==> config.mk <==
export PLATFORM = sky130hd
export DESIGN_NAME = vec_pipe_stage_ctrl
export DESIGN_NICKNAME = d
export VERILOG_FILES = /design/src/rtl/vec_pkg.sv /design/src/rtl/flopenrvec.sv /design/src/rtl/vec_pipe_stage_ctrl.sv
export SDC_FILE = /design/constraint.sdc
export NUM_CORES = 1
export LEC_CHECK = 0
export ABC_AREA = 1
export CAP_MARGIN = 25
export CORE_MARGIN = 2
export CORE_UTILIZATION = 52
export CTS_BUF_LIST = sky130_fd_sc_hd__clkbuf_4 sky130_fd_sc_hd__clkbuf_8
export DETAILED_ROUTE_END_ITERATION = 8
export GPL_TIMING_DRIVEN = 1
export PLACE_DENSITY = 0.79
export SLEW_MARGIN = 30
export SYNTH_ARGS = -nofsm -noshare
export SYNTH_HDL_FRONTEND = slang
export SYNTH_SLANG_ARGS = --single-unit
==> constraint.sdc <==
create_clock -name clk -period 1.7 [get_ports clk]
set_clock_uncertainty 0.05 [all_clocks]
set_input_delay 0.34 -clock clk [delete_from_list [all_inputs] [get_ports clk]]
set_output_delay 0.34 -clock clk [all_outputs]
set_load 0.005 [all_outputs]
==> src/rtl/vec_pkg.sv <==
// +------------------------------------------------------------------+
// | vec_pkg : shared types for the vector pipeline stage             |
// | Rev 1.0                                                          |
// +------------------------------------------------------------------+
`default_nettype none

package vec_pkg;
  localparam int VEC_WIDTH = 32;
  localparam int VEC_DEPTH = 4;

  typedef enum logic [1:0] {
    EMPTY = 2'd0,
    FULL  = 2'd1,
    SKID  = 2'd2
  } stage_state_t;

  typedef logic [VEC_WIDTH-1:0] vec_t [0:VEC_DEPTH-1];
endpackage

`default_nettype wire

==> src/rtl/flopenrvec.sv <==
// +------------------------------------------------------------------+
// | flopenrvec : enabled vector register, synchronous active-low rst |
// | Rev 1.0                                                          |
// +------------------------------------------------------------------+
`default_nettype none

module flopenrvec
  import vec_pkg::*;
#(
  parameter int WIDTH = 32,
  parameter int DEPTH = 4
) (
  input  logic             clk,
  input  logic             reset,
  input  logic             en_i,
  input  logic [WIDTH-1:0] d_i [0:DEPTH-1],
  output logic [WIDTH-1:0] q_o [0:DEPTH-1]
);

  always_ff @(posedge clk) begin
    if (!reset) begin
      for (int i = 0; i < DEPTH; i++) q_o[i] <= '0;
    end else if (en_i) begin
      q_o <= d_i;
    end
  end

endmodule

`default_nettype wire

==> src/rtl/vec_pipe_stage_ctrl.sv <==
// +------------------------------------------------------------------+
// | vec_pipe_stage_ctrl : flushable skid-buffered vector pipe stage  |
// | Rev 1.0                                                          |
// +------------------------------------------------------------------+
`default_nettype none

module vec_pipe_stage_ctrl
  import vec_pkg::*;
#(
  parameter int WIDTH = 32,
  parameter int DEPTH = 4,
  parameter int CNTW  = 16
) (
  input  logic             clk,
  input  logic             reset,
  input  logic             flush,
  input  logic             in_valid,
  output logic             in_ready,
  input  logic [WIDTH-1:0] in_data [0:DEPTH-1],
  output logic             out_valid,
  input  logic             out_ready,
  output logic [WIDTH-1:0] out_data [0:DEPTH-1],
  output logic [1:0]       occupancy,
  output logic [CNTW-1:0]  stall_cnt
);

  typedef logic [WIDTH-1:0] vec_lt [0:DEPTH-1];

  stage_state_t    state_q, state_d;
  vec_lt           main_q, main_d, skid_q;
  logic            main_en, skid_en, main_from_skid;
  logic            accept, emit;
  logic [CNTW-1:0] stall_q, stall_d;

  // Handshake outputs decode from state only, so in_ready never sees out_ready.
  assign in_ready  = (state_q != SKID);
  assign out_valid = (state_q != EMPTY);
  assign occupancy = (state_q == EMPTY) ? 2'd0 : (state_q == FULL) ? 2'd1 : 2'd2;
  assign accept    = in_valid & in_ready;
  assign emit      = out_valid & out_ready;

  always_ff @(posedge clk) begin
    if (!reset) state_q <= EMPTY;
    else        state_q <= state_d;
  end

  always_comb begin
    state_d        = state_q;
    main_en        = 1'b0;
    skid_en        = 1'b0;
    main_from_skid = 1'b0;
    case (state_q)
      EMPTY: begin
        if (accept) begin
          state_d = FULL;
          main_en = 1'b1;
        end
      end
      FULL: begin
        if (accept && emit) begin
          main_en = 1'b1;
        end else if (accept) begin
          state_d = SKID;
          skid_en = 1'b1;
        end else if (emit) begin
          state_d = EMPTY;
        end
      end
      SKID: begin
        if (emit) begin
          state_d        = FULL;
          main_en        = 1'b1;
          main_from_skid = 1'b1;
        end
      end
      default: state_d = EMPTY;
    endcase
    // Flush keeps the data registers untouched; the vectors just become invalid.
    if (flush) begin
      state_d = EMPTY;
      main_en = 1'b0;
      skid_en = 1'b0;
    end
  end

  always_comb begin
    for (int i = 0; i < DEPTH; i++) begin
      main_d[i] = main_from_skid ? skid_q[i] : in_data[i];
    end
  end

  flopenrvec #(.WIDTH(WIDTH), .DEPTH(DEPTH)) u_main (
    .clk   (clk),
    .reset (reset),
    .en_i  (main_en),
    .d_i   (main_d),
    .q_o   (main_q)
  );

  flopenrvec #(.WIDTH(WIDTH), .DEPTH(DEPTH)) u_skid (
    .clk   (clk),
    .reset (reset),
    .en_i  (skid_en),
    .d_i   (in_data),
    .q_o   (skid_q)
  );

  assign out_data = main_q;

  always_comb begin
    stall_d = stall_q;
    if (out_valid && !out_ready && (stall_q != {CNTW{1'b1}})) begin
      stall_d = stall_q + {{(CNTW-1){1'b0}}, 1'b1};
    end
  end

  always_ff @(posedge clk) begin
    if (!reset) stall_q <= '0;
    else        stall_q <= stall_d;
  end

  assign stall_cnt = stall_q;

endmodule

`default_nettype wire

==> metrics.txt <==
outcome complete, but fails checks; failing checks negative setup slack; critical path type flop to flop; routed vias 12711; hold depth 4; final core occ 0.7449; Leakage a little over 8 nW; PnR Total Power 15.05 mW; CTS tree built; met1 WL 14580 um; total global-route track usage 0.2756; vias in the first global route 11564; synthesis-stage register bit count 274; dpl ws -323.4 ps; initial antenna violation count 2; crit-path max FO 19; Tmin final 1722 ps; Final Slew Violations 0; crit path capture type flop; dominant cell type by area after synthesis dfxtp_1; cell internal pwr ~11 mW; register-to-register path setup slack -20 ps; met2 wire len 17810 um; setup violators final 1; io pins 281; Post-DP Area 0.01536 mm2; Yosys top cell area share 0.4516; Met3 Wirelength 2696 um; arrival time worst endpoint 2100 ps; Longest Clk Path Bufs 3; Root Buffer clkbuf_8; Final period util 1.013; RePlAce Congestion 0.8376; Hold Slack 192.1 ps; Core Rows 55; Die Y-Extent between 150 and 200 um; Logic pwr share 0.131; Nets roughly 2300; NetSw 3.773 mW; via/cell ratio 5.052; Avg WL per Cell ~15 um; Rel. slew slack 0.6188; synth unique cells 23; final-report hold violation count 0; first-pass GRT wire length 55430 um; Clk pwr share 0.415; drt total wl 36540 um; Port Buffers 280; die width ~160 um; Syn. warnings 0; Seq/Total Area, Yosys 0.4516; setup ws final -21.66 ps; share of cells above drive strength 1 0.1209; placed cell count about 2400; switching share of power 0.2506; Top FF cell, synth dfxtp_1; asr flop ratio synth 0; finished layout cell area around 0.017 mm2; Flop pwr share 0.454; CTS Buf Count 46; HPWL Detailed 21880 um; synthesized area per cell 6.453 um2; syn_nets 2016; commonest cells in the netlist nand2_1 (497), nor2_1 (394), dfxtp_1 (274); pwr dens 887.3 mW/mm2; worst hold path type primary input to flop; Netlist Area Pre-Place ~0.012 mm2; unrepaired setup endpoints after global routing true; Reg2Reg Depth 8; count leader, synth nand2_1; Max rail drop VDD around 570 uV; Post-Layout Cell Count approximately 2500; Iteration-0 DRC Markers 862; Layout area overhead 39.69%; Setup crit start kind flop; Die ar. approximately 0.025 mm2; Fmax 0.5808 GHz; Worst Max-Slew Pin Slew around 570 ps; DRC Markers 0; Max Used Layer met4; CP required about 2100 ps; Synth Instances 1882; Clock Latency Late Sink between 500 and 600 ps; synth top area cells dfxtp_1 (45%), nand2_1 (15%), nor2_1 (12%), o21ai_0 (8.0%), inv_1 (6.6%); core box area 0.02278 mm2; Post-synth EDFFs 0; clk sink count 274; max-cap violation count 0; clk slew on worst S/H paths 60 ps; global route overflow 0; setup TNS -21.66 ps; antenna-violating nets left 0; DR pass1 iterations 6; H-tree depth 2; largest net degree at the start of global routing 55; Initial Util 0.5332
==> power by group through the flow <==
| stage | clock [mW] | sequential [mW] | combinational (mW) |
|---|---|---|---|
| 5_1_grt | 6.64 | 6.85 | 2.19 |
| 2_1_floorplan | 0 | 6.97 | 0.850 |
| 3_3_place_gp | 0 | 6.97 | 1.84 |
| 4_1_cts | 6.34 | 6.83 | 1.85 |
| 3_5_place_dp | 0 | 6.98 | 1.88 |
| 6_report | 6.25 | 6.83 | 1.98 |
==> cells by family (layout without fill, tap and decap cells) <==
| group | Yosys count | count (layout) | synth area share |
|---|---|---|---|
| other | 0 | 2 | 0 |
| buffers and inverters | 341 | 660 | 0.1121 |
| and+or+nand+nor | 969 | 969 | 0.3099 |
| xor gates and xnor gates | 6 | 6 | 0.004328 |
| adders and majority gates | 1 | 1 | 0.001030 |
| AOI/OAI and AO/OA | 291 | 291 | 0.1210 |
| DFF | 274 | 274 | 0.4516 |
==> cell type report <==
type,instances,area (um2)
clock inverters,3,17.52
well taps,313,391.6
fillers,1789,5812
repair buffers,360,3724
inverters,218,825.8
multi-input cells,1267,5446
flip-flops and latches,274,5569
clock buffers,79,987.2
diodes,2,5.005
==> cells in the final DEF, fill, tap and decap left out, types with 3 or more instances in the layout <==
cell,count
a21oi_1,85
buf_12,18
buf_16,6
buf_4,38
buf_6,9
clkbuf_16,7
clkbuf_4,16
clkbuf_8,63
clkdlybuf4s50_1,130
dfxtp_1,227
dfxtp_2,37
dfxtp_4,10
dlygate4sd2_1,142
inv_1,213
inv_4,3
nand2_1,488
nand2_2,8
nand3_1,66
nand4_1,8
nor2_1,362
nor2_2,31
nor2_4,4
o21ai_0,168
o21ai_1,34
xnor2_1,3
xor2_1,3
==> routing by layer <==
metal / global-route usage / vias to the layer above
li1: - / 6325
met1: 0.3351 / 5808
met2: 0.4710 / 469
met3: 0.05677 / 109
met4: 0.1210 / 0
met5: 0 / -
==> critical path: stages (launching register included) <==
cell and delay, ps:
dfxtp_2 330, buf_4 160, nor2_4 100, buf_4 110, nand4_1 130, buf_4 210
buf_4 200, o21ai_0 220, a21oi_1 70
==> final timing paths <==
| kind | to | from |
|---|---|---|
| max reg2reg | u_skid.q_o[98] | state_q[1] |
| max | u_skid.q_o[98] | state_q[1] |
| min reg2reg | u_skid.q_o[84] | u_skid.q_o[84] |
| min | state_q[0] | out_ready |
==> registers in the layout, summed over array words and instances, names as in the netlist <==
register / count
stall_cnt: 16
u_skid.q_o: 128
state_q: 2
u_main.q_o: 128
==> what timing repair did <==
action	in CTS	in global routing
gates resized for setup	224	91
buffers inserted	16	2
endpoints found under the setup margin	257	206
cloned	4	9
pin swaps	4	11
hold buffers	1	0
endpoints found under the hold margin	2	0
(Power assumes the default switching activity.)
